--- config.mk ---
export PLATFORM = sky130hd
export DESIGN_NAME = serialmul_sched
export DESIGN_NICKNAME = d
export VERILOG_FILES = /design/src/rtl/serialmul_sched.sv
export SDC_FILE = /design/constraint.sdc
export NUM_CORES = 1
export LEC_CHECK = 0
export ABC_AREA = 1
export CORE_MARGIN = 2
export CORE_UTILIZATION = 40
export CTS_CLUSTER_DIAMETER = 100
export DETAILED_ROUTE_END_ITERATION = 16
export GPL_ROUTABILITY_DRIVEN = 0
export MAX_ROUTING_LAYER = met4
export PLACE_DENSITY = 0.66
export SLEW_MARGIN = 20
export SYNTH_ARGS = -nofsm -noshare
export SYNTH_HDL_FRONTEND = slang
export SYNTH_SLANG_ARGS = --single-unit
--- constraint.sdc ---
create_clock -name clk -period 3.2 [get_ports clk]
set_input_delay 0.64 -clock clk [delete_from_list [all_inputs] [get_ports clk]]
set_output_delay 0.64 -clock clk [all_outputs]
set_load 0.05 [all_outputs]
--- src/rtl/serialmul_sched.sv ---
// serialmul_sched: round-robin front end for one shared serial shift-add multiplier.
// It grants one requester at a time, runs WIDTH multiply steps, then holds the tagged
// product until the consumer accepts it.
module serialmul_sched #(
    parameter int unsigned N_REQ = 4,
    parameter int unsigned WIDTH = 4,
    parameter int unsigned ID_W  = 2
) (
    input  logic                   clk,
    input  logic                   rst,
    input  logic [N_REQ-1:0]       req_valid,
    input  logic [N_REQ*WIDTH-1:0] req_a,
    input  logic [N_REQ*WIDTH-1:0] req_b,
    output logic [N_REQ-1:0]       req_ready,
    output logic                   rsp_valid,
    output logic [ID_W-1:0]        rsp_id,
    output logic [2*WIDTH-1:0]     rsp_p,
    input  logic                   rsp_ready,
    output logic                   busy
);

    localparam int unsigned     CntW    = (WIDTH > 1) ? $clog2(WIDTH) : 1;
    localparam logic [ID_W-1:0] LastId  = ID_W'(N_REQ - 1);
    localparam logic [CntW-1:0] LastCnt = CntW'(WIDTH - 1);

    typedef enum logic [1:0] {StIdle, StMul, StDone} state_e;

    state_e             state_q;
    logic [WIDTH-1:0]   a_q;
    logic [WIDTH-1:0]   b_q;
    logic [ID_W-1:0]    id_q;
    logic [ID_W-1:0]    last_q;
    logic [CntW-1:0]    cnt_q;
    logic [2*WIDTH-1:0] acc_q;
    logic               rsp_valid_q;
    logic [ID_W-1:0]    rsp_id_q;
    logic [2*WIDTH-1:0] rsp_p_q;
    logic               busy_q;

    logic               grant_any;
    logic [ID_W-1:0]    grant_idx;
    logic [ID_W-1:0]    cand;
    logic [WIDTH-1:0]   sel_a;
    logic [WIDTH-1:0]   sel_b;
    logic               accept;
    logic [2*WIDTH-1:0] partial;
    logic [2*WIDTH-1:0] acc_d;

    // Round-robin winner: first valid requester after last_q, wrapping around.
    always_comb begin
        grant_any = 1'b0;
        grant_idx = '0;
        cand      = last_q;
        for (int i = 0; i < int'(N_REQ); i++) begin
            cand = (cand == LastId) ? '0 : cand + 1'b1;
            if (!grant_any && req_valid[cand]) begin
                grant_any = 1'b1;
                grant_idx = cand;
            end
        end
    end

    // One-hot grant and operand mux; grant is suppressed outside IDLE and during reset.
    always_comb begin
        req_ready = '0;
        sel_a     = '0;
        sel_b     = '0;
        for (int i = 0; i < int'(N_REQ); i++) begin
            if (grant_idx == ID_W'(i)) begin
                sel_a = req_a[i*WIDTH +: WIDTH];
                sel_b = req_b[i*WIDTH +: WIDTH];
                if (state_q == StIdle && !rst && grant_any) begin
                    req_ready[i] = 1'b1;
                end
            end
        end
        accept = |(req_valid & req_ready);
    end

    // One shift-add step: add a shifted by the current bit position when b's LSB is set.
    always_comb begin
        partial = b_q[0] ? ({{WIDTH{1'b0}}, a_q} << cnt_q) : '0;
        acc_d   = acc_q + partial;
    end

    // Scheduler FSM with registered response and busy outputs.
    always_ff @(posedge clk or posedge rst) begin
        if (rst) begin
            state_q     <= StIdle;
            a_q         <= '0;
            b_q         <= '0;
            id_q        <= '0;
            last_q      <= LastId;
            cnt_q       <= '0;
            acc_q       <= '0;
            rsp_valid_q <= 1'b0;
            rsp_id_q    <= '0;
            rsp_p_q     <= '0;
            busy_q      <= 1'b0;
        end else begin
            unique case (state_q)
                StIdle: begin
                    if (accept) begin
                        a_q     <= sel_a;
                        b_q     <= sel_b;
                        id_q    <= grant_idx;
                        last_q  <= grant_idx;
                        acc_q   <= '0;
                        cnt_q   <= '0;
                        busy_q  <= 1'b1;
                        state_q <= StMul;
                    end
                end
                StMul: begin
                    acc_q <= acc_d;
                    b_q   <= b_q >> 1;
                    cnt_q <= cnt_q + 1'b1;
                    if (cnt_q == LastCnt) begin
                        rsp_valid_q <= 1'b1;
                        rsp_p_q     <= acc_d;
                        rsp_id_q    <= id_q;
                        state_q     <= StDone;
                    end
                end
                StDone: begin
                    if (rsp_ready) begin
                        rsp_valid_q <= 1'b0;
                        busy_q      <= 1'b0;
                        state_q     <= StIdle;
                    end
                end
                default: state_q <= StIdle;
            endcase
        end
    end

    assign rsp_valid = rsp_valid_q;
    assign rsp_id    = rsp_id_q;
    assign rsp_p     = rsp_p_q;
    assign busy      = busy_q;

endmodule

=== Word-level counts from Yosys, hierarchy flattened ===
Index checks and enable logic that the tools add are counted.

* Word-level logic and storage cells: 106
* Bits in registers: 36
* Output and inout bits: 16

* Shifts and indexed selects: 1
* Muxes and demuxes: 49
* Reduce and logical (&&, ||, !) cells: 21
* Add/sub/neg operators: 6
* Equality and inequality tests: 13
* $lt $le $gt $ge: 4
* Bitwise operators: 1

{| class="wikitable"
|+ Operators by type and width
! kind !! count
|-
| 4-bit two-way mux || 9
|-
| 2-bit two-way mux || 12
|-
| 2-bit equality test, second input constant || 8
|-
| 1-bit two-way mux || 16
|-
| 8-bit two-way mux || 2
|-
| 8-bit case mux with 2 select lines || 1
|-
| 2-bit by 3-bit less-than comparator with 1-bit output, second input constant || 4
|-
| 2-bit by 1-bit adder with 2-bit output, second input constant || 5
|-
| 3-bit AND reduction || 3
|-
| 8-bit adder || 1
|-
| 1-bit binary-select mux with 2-bit select || 4
|-
| 4-bit case mux with 2 select lines || 1
|-
| 4-bit by 2-bit << shifter with 8-bit output || 1
|-
| 2-bit != test, second input constant || 3
|-
| 2-bit case mux with 3 select lines || 1
|-
| 2-bit AND reduction || 3
|-
| 2-bit nonzero test || 3
|-
| 1-bit logical AND || 5
|-
| 4-bit bitwise AND || 1
|-
| 2-bit by 1-bit equality test with 1-bit output, second input constant || 2
|-
| 1-bit zero test || 4
|-
| 2-bit zero test || 2
|-
| 1-bit case mux with 2 select lines || 2
|-
| 2-bit case mux with 2 select lines || 1
|-
| 4-bit OR reduction || 1
|}

=== Longest topological paths before layout ===
* Word-level depth: 21
* Gate-level depth with buffers: 18
* Mapped depth without buffers: 17

=== Worst setup path before layout ===
OpenSTA, ideal clock, no wires.

* Path type: register to output
* From: register last_q[0]
* To: output req_ready[0]
* Stages on the path, launching flop included: 14
* Arrival time: 2.868 ns
* Required time: 2.560 ns
* Buffers on the path: 2
* Setup slack: -0.308 ns
* Cells stage by stage: dfstp_2 -> ha_1 -> inv_1 -> nand2_2 -> buf_6 -> nand2_2 -> nand3_1 -> nand2_2 -> nand3_1 -> nand2_1 -> nor2_2 -> nand2_2 -> buf_4 -> nor3_1

* Longest elaborated chain between the ends: 17

{| class="wikitable"
|+ Ends and longest elaborated chain
! item !! line !! text
|-
| start: declaration || 32 || <nowiki>logic [ID_W-1:0] last_q;</nowiki>
|-
| start signal: assignment || 93 || <nowiki>last_q <= LastId;</nowiki>
|-
| start signal: assignment || 107 || <nowiki>last_q <= grant_idx;</nowiki>
|-
| 2-bit by 1-bit adder with 2-bit output or 2-bit equality test (tied branches) || 55 || <nowiki>cand = (cand == LastId) ? '0 : cand + 1'b1;</nowiki>
|-
| 2-bit two-way mux * || 55 ||
|-
| branches (longest 14 deep; another with 2-bit by 1-bit adder with 2-bit output) || n/a ||
|-
| 1-bit two-way mux * || 69 || <nowiki>if (grant_idx == ID_W'(i)) begin</nowiki>
|-
| end: declaration || 14 || <nowiki>output logic [N_REQ-1:0] req_ready,</nowiki>
|}

Mark *: on every way between the ends. The select of a mux whose other input is x is not followed.

=== Worst setup path in the final report ===
* From: register last_q[0]
* To: output req_ready[1]

The elaborated chain is that of the path after synthesis.

==> flow_metrics.env <==
export IMPL_die_w_um=80.5
export IMPL_start_util_pct=42.0
export IMPL_root_buffer="clkbuf_8"
export IMPL_syn_inst=324
export IMPL_clkTransAtPathRegs_ns=0.07
export IMPL_cp_start_kind="flop"
export IMPL_ctsHoldBuffers=0
export IMPL_yosys_cell_count_top_type="nand2_1"
export IMPL_finalSetupViolations=0
export IMPL_finClkSkew_ns=0.00812
export IMPL_yosysWarningCount=0
export IMPL_synth_compound_area_share_pct=11.2
export IMPL_crit_type="flop to primary output"
export IMPL_cts_sinks=36
export IMPL_synth_ff_type="dfrtp_1"
export IMPL_cp_end_kind="primary output"
export IMPL_first_iter_violations=116
export IMPL_grt_antenna_before_repair=0
export IMPL_synth_area_leaders="dfrtp_1 36%, nand2_1 18%, o21ai_0 7.1%, nand3_1 6.0%, ha_1 4.8%"
export IMPL_core_mm2=0.00557
export IMPL_required_ns=2.56
export IMPL_dpl_hpwl_mm=4.63
export IMPL_max_freq_ghz=0.317
export IMPL_drive_gt1_share_pct=14.7
export IMPL_wl_mm=6.39
export IMPL_maxCapViolCount=0
export IMPL_clk_insertion_delay_late_ns=0.29
export IMPL_min_path_type="flop to flop"
export IMPL_wl_per_cell_um=13.7
export IMPL_status="completed"
export IMPL_grt_pass1_wl_mm=10.1
export IMPL_muxShareOfSynthArea_pct=0
export IMPL_synth_edf_count=0
export IMPL_grt_max_degree=37
export IMPL_synth_top_family_by_area="simple AND/OR/NAND/NOR gates"
export IMPL_period_needed_ns=3.15
export IMPL_synth_avg_cell_area_um2=7.22
export IMPL_ys_seq_area_share_pct=38.6
export IMPL_synthTopCellsByCount="114 x nand2_1, 34 x dfrtp_1, 33 x o21ai_0, 30 x inv_1, 28 x nand3_1"
export IMPL_tightest_slew_ns=0.499
export IMPL_synth_xor_area_share_pct=0.374
export IMPL_slew_limit_headroom_pct=66.7
export IMPL_overflow=0
export IMPL_synth_top_area_cell="dfrtp_1"
export IMPL_ys_ff_latch=36
export IMPL_fp_dieH_um=80.5
export IMPL_synth_top_area_share_pct=36.4
export IMPL_slew_violations=0
export IMPL_crit_fanout=7
export IMPL_syn_to_final_growth_pct=37.9
export IMPL_via_per_inst=5.00
export IMPL_antennaDiodeCount=0
export IMPL_use_met3_pct=4.72
export IMPL_cp_arrival_ns=2.51
export IMPL_grt_met1_usage_pct=27.1
export IMPL_synth_fa_ha_area_share_pct=5.67
export IMPL_busiest_layer="met2"
export IMPL_grt_use_total_pct=20.9
export IMPL_grt_pass1_vias=2178
export IMPL_yosys_area_share_simple_pct=36.2
export IMPL_place_inst=451
export IMPL_nets=442
export IMPL_cts_tree="done"
export IMPL_r2r_slack_ns=0.40
export IMPL_layout_cells_non_filler=466
export IMPL_use_met2_pct=32.6
export IMPL_dr_total_vias=2330
export IMPL_async_reset_ff_share_pct=100
export IMPL_port_buffers=54
export IMPL_drcViolationCount=0
export IMPL_cts_made_buffers=5
export IMPL_drtAntennaViolNets=0
export IMPL_clk_path_buf_depth=2
export IMPL_syn_area_mm2=0.00234
export IMPL_yosysUniqueCellTypes=33
export IMPL_fin_crit_sh_pct=98.5
export IMPL_dr_pass1_iters=6
export IMPL_dieArea_mm2=0.00648
export IMPL_num_rows=27
export IMPL_io_pins=55
export IMPL_rsz0062_at_grt="true"
export IMPL_hold_viol_final=0
export IMPL_htreeDepth=2
export IMPL_syn_nets=373
## critical path, stage by stage (launching register included)
cell	delay, ns
dfstp_2	0.60
ha_4	0.17
inv_1	0.09
nand2_4	0.11
nand2_1	0.07
nand2_1	0.13
nand2_1	0.09
nand2_2	0.12
nand3_2	0.10
inv_1	0.09
nand3_2	0.10
nand2_4	0.14
inv_2	0.08
nor3_4	0.17
buf_12	0.17
## repair_timing
item | in CTS | in global routing
gates resized for setup | 3 | 8
buffers inserted | 3 | 3
pin swaps | 1 | 3
gates cloned | 0 | 1
endpoints found under the setup margin | 4 | 4
## kinds of logic after synthesis
logic type / Yosys count
and+or+nand+nor: 186
AOI/OAI and AO/OA: 49
buffers and inverters: 42
DFF: 36
adders and majority gates: 10
xor gates and xnor gates: 1
## routing by layer
metal / vias to the layer above / wire length [um]
met1: 1047 / 3040
met5: - / 0
met3: 8 / 448
li1: 1197 / -
met2: 78 / 2840
met4: 0 / 69
## state kept, by name (all words and copies together), names as in the netlist
register	count
rsp_id	2
busy	1
last_q	2
b_q	4
rsp_p	8
id_q	2
a_q	4
rsp_valid	1
state_q	2
cnt_q	2
acc_q	8
## final timing paths
check                          start      endpoint  cells after the start
min in group asynchronous        rst      cnt_q[1]                      3
max in group asynchronous        rst     last_q[1]                      3
max reg2reg                last_q[0]        a_q[2]                     18
min reg2reg                   b_q[3]        b_q[3]                      2
min                           b_q[3]        b_q[3]                      2
max                        last_q[0]  req_ready[1]                     14
## layout make-up
type                       count  area (um2)
clock buffer                   7        86.3
clock inverter                 1        7.51
fill                         521        2350
inverter                      35         134
multi-input combinational    247        1320
sequential                    36         903
tap                           72        90.1
timing repair buffer          68         686
## stage by stage
step | utilization [%] | area (um2) | hold WS (ns) | setup slack, ns | setup TNS, ns
3_5_place_dp | 54.3 | 3020 | 0.466 | 0.0580 | 0
4_1_cts | 56.6 | 3150 | 0.485 | -0.0253 | -0.0448
5_1_grt | 57.9 | 3230 | 0.511 | -0.0839 | -0.180
3_3_place_gp | 54.3 | 3020 | 0.455 | 0.118 | 0
2_1_floorplan | - | 2340 | 0.446 | -0.308 | -0.616
6_report | 57.9 | 3230 | 0.484 | 0.0490 | 0
## cell usage in the layout, fill, tap and decap left out, types with 2 or more instances in the layout
cell type,netlist,final
dfrtp_1,34,34
nor2_2,5,4
nand3_1,28,27
a21oi_1,7,7
buf_4,2,14
clkdlybuf4s50_1,0,50
a31oi_1,2,2
nor3_2,0,2
dfstp_2,2,2
o21ai_0,33,33
nor2_1,12,11
buf_12,0,4
nand2_2,7,6
ha_1,9,8
inv_2,3,3
nand3_2,2,3
inv_1,30,30
clkbuf_8,0,6
o22ai_1,3,3
nand4_1,10,10
nor2_4,2,4
nand2_4,1,3
nand2_1,114,114
Power is left out: the tool's default activity adds up to more than one toggle a clock period on the data nets, which glitch-free logic cannot reach.
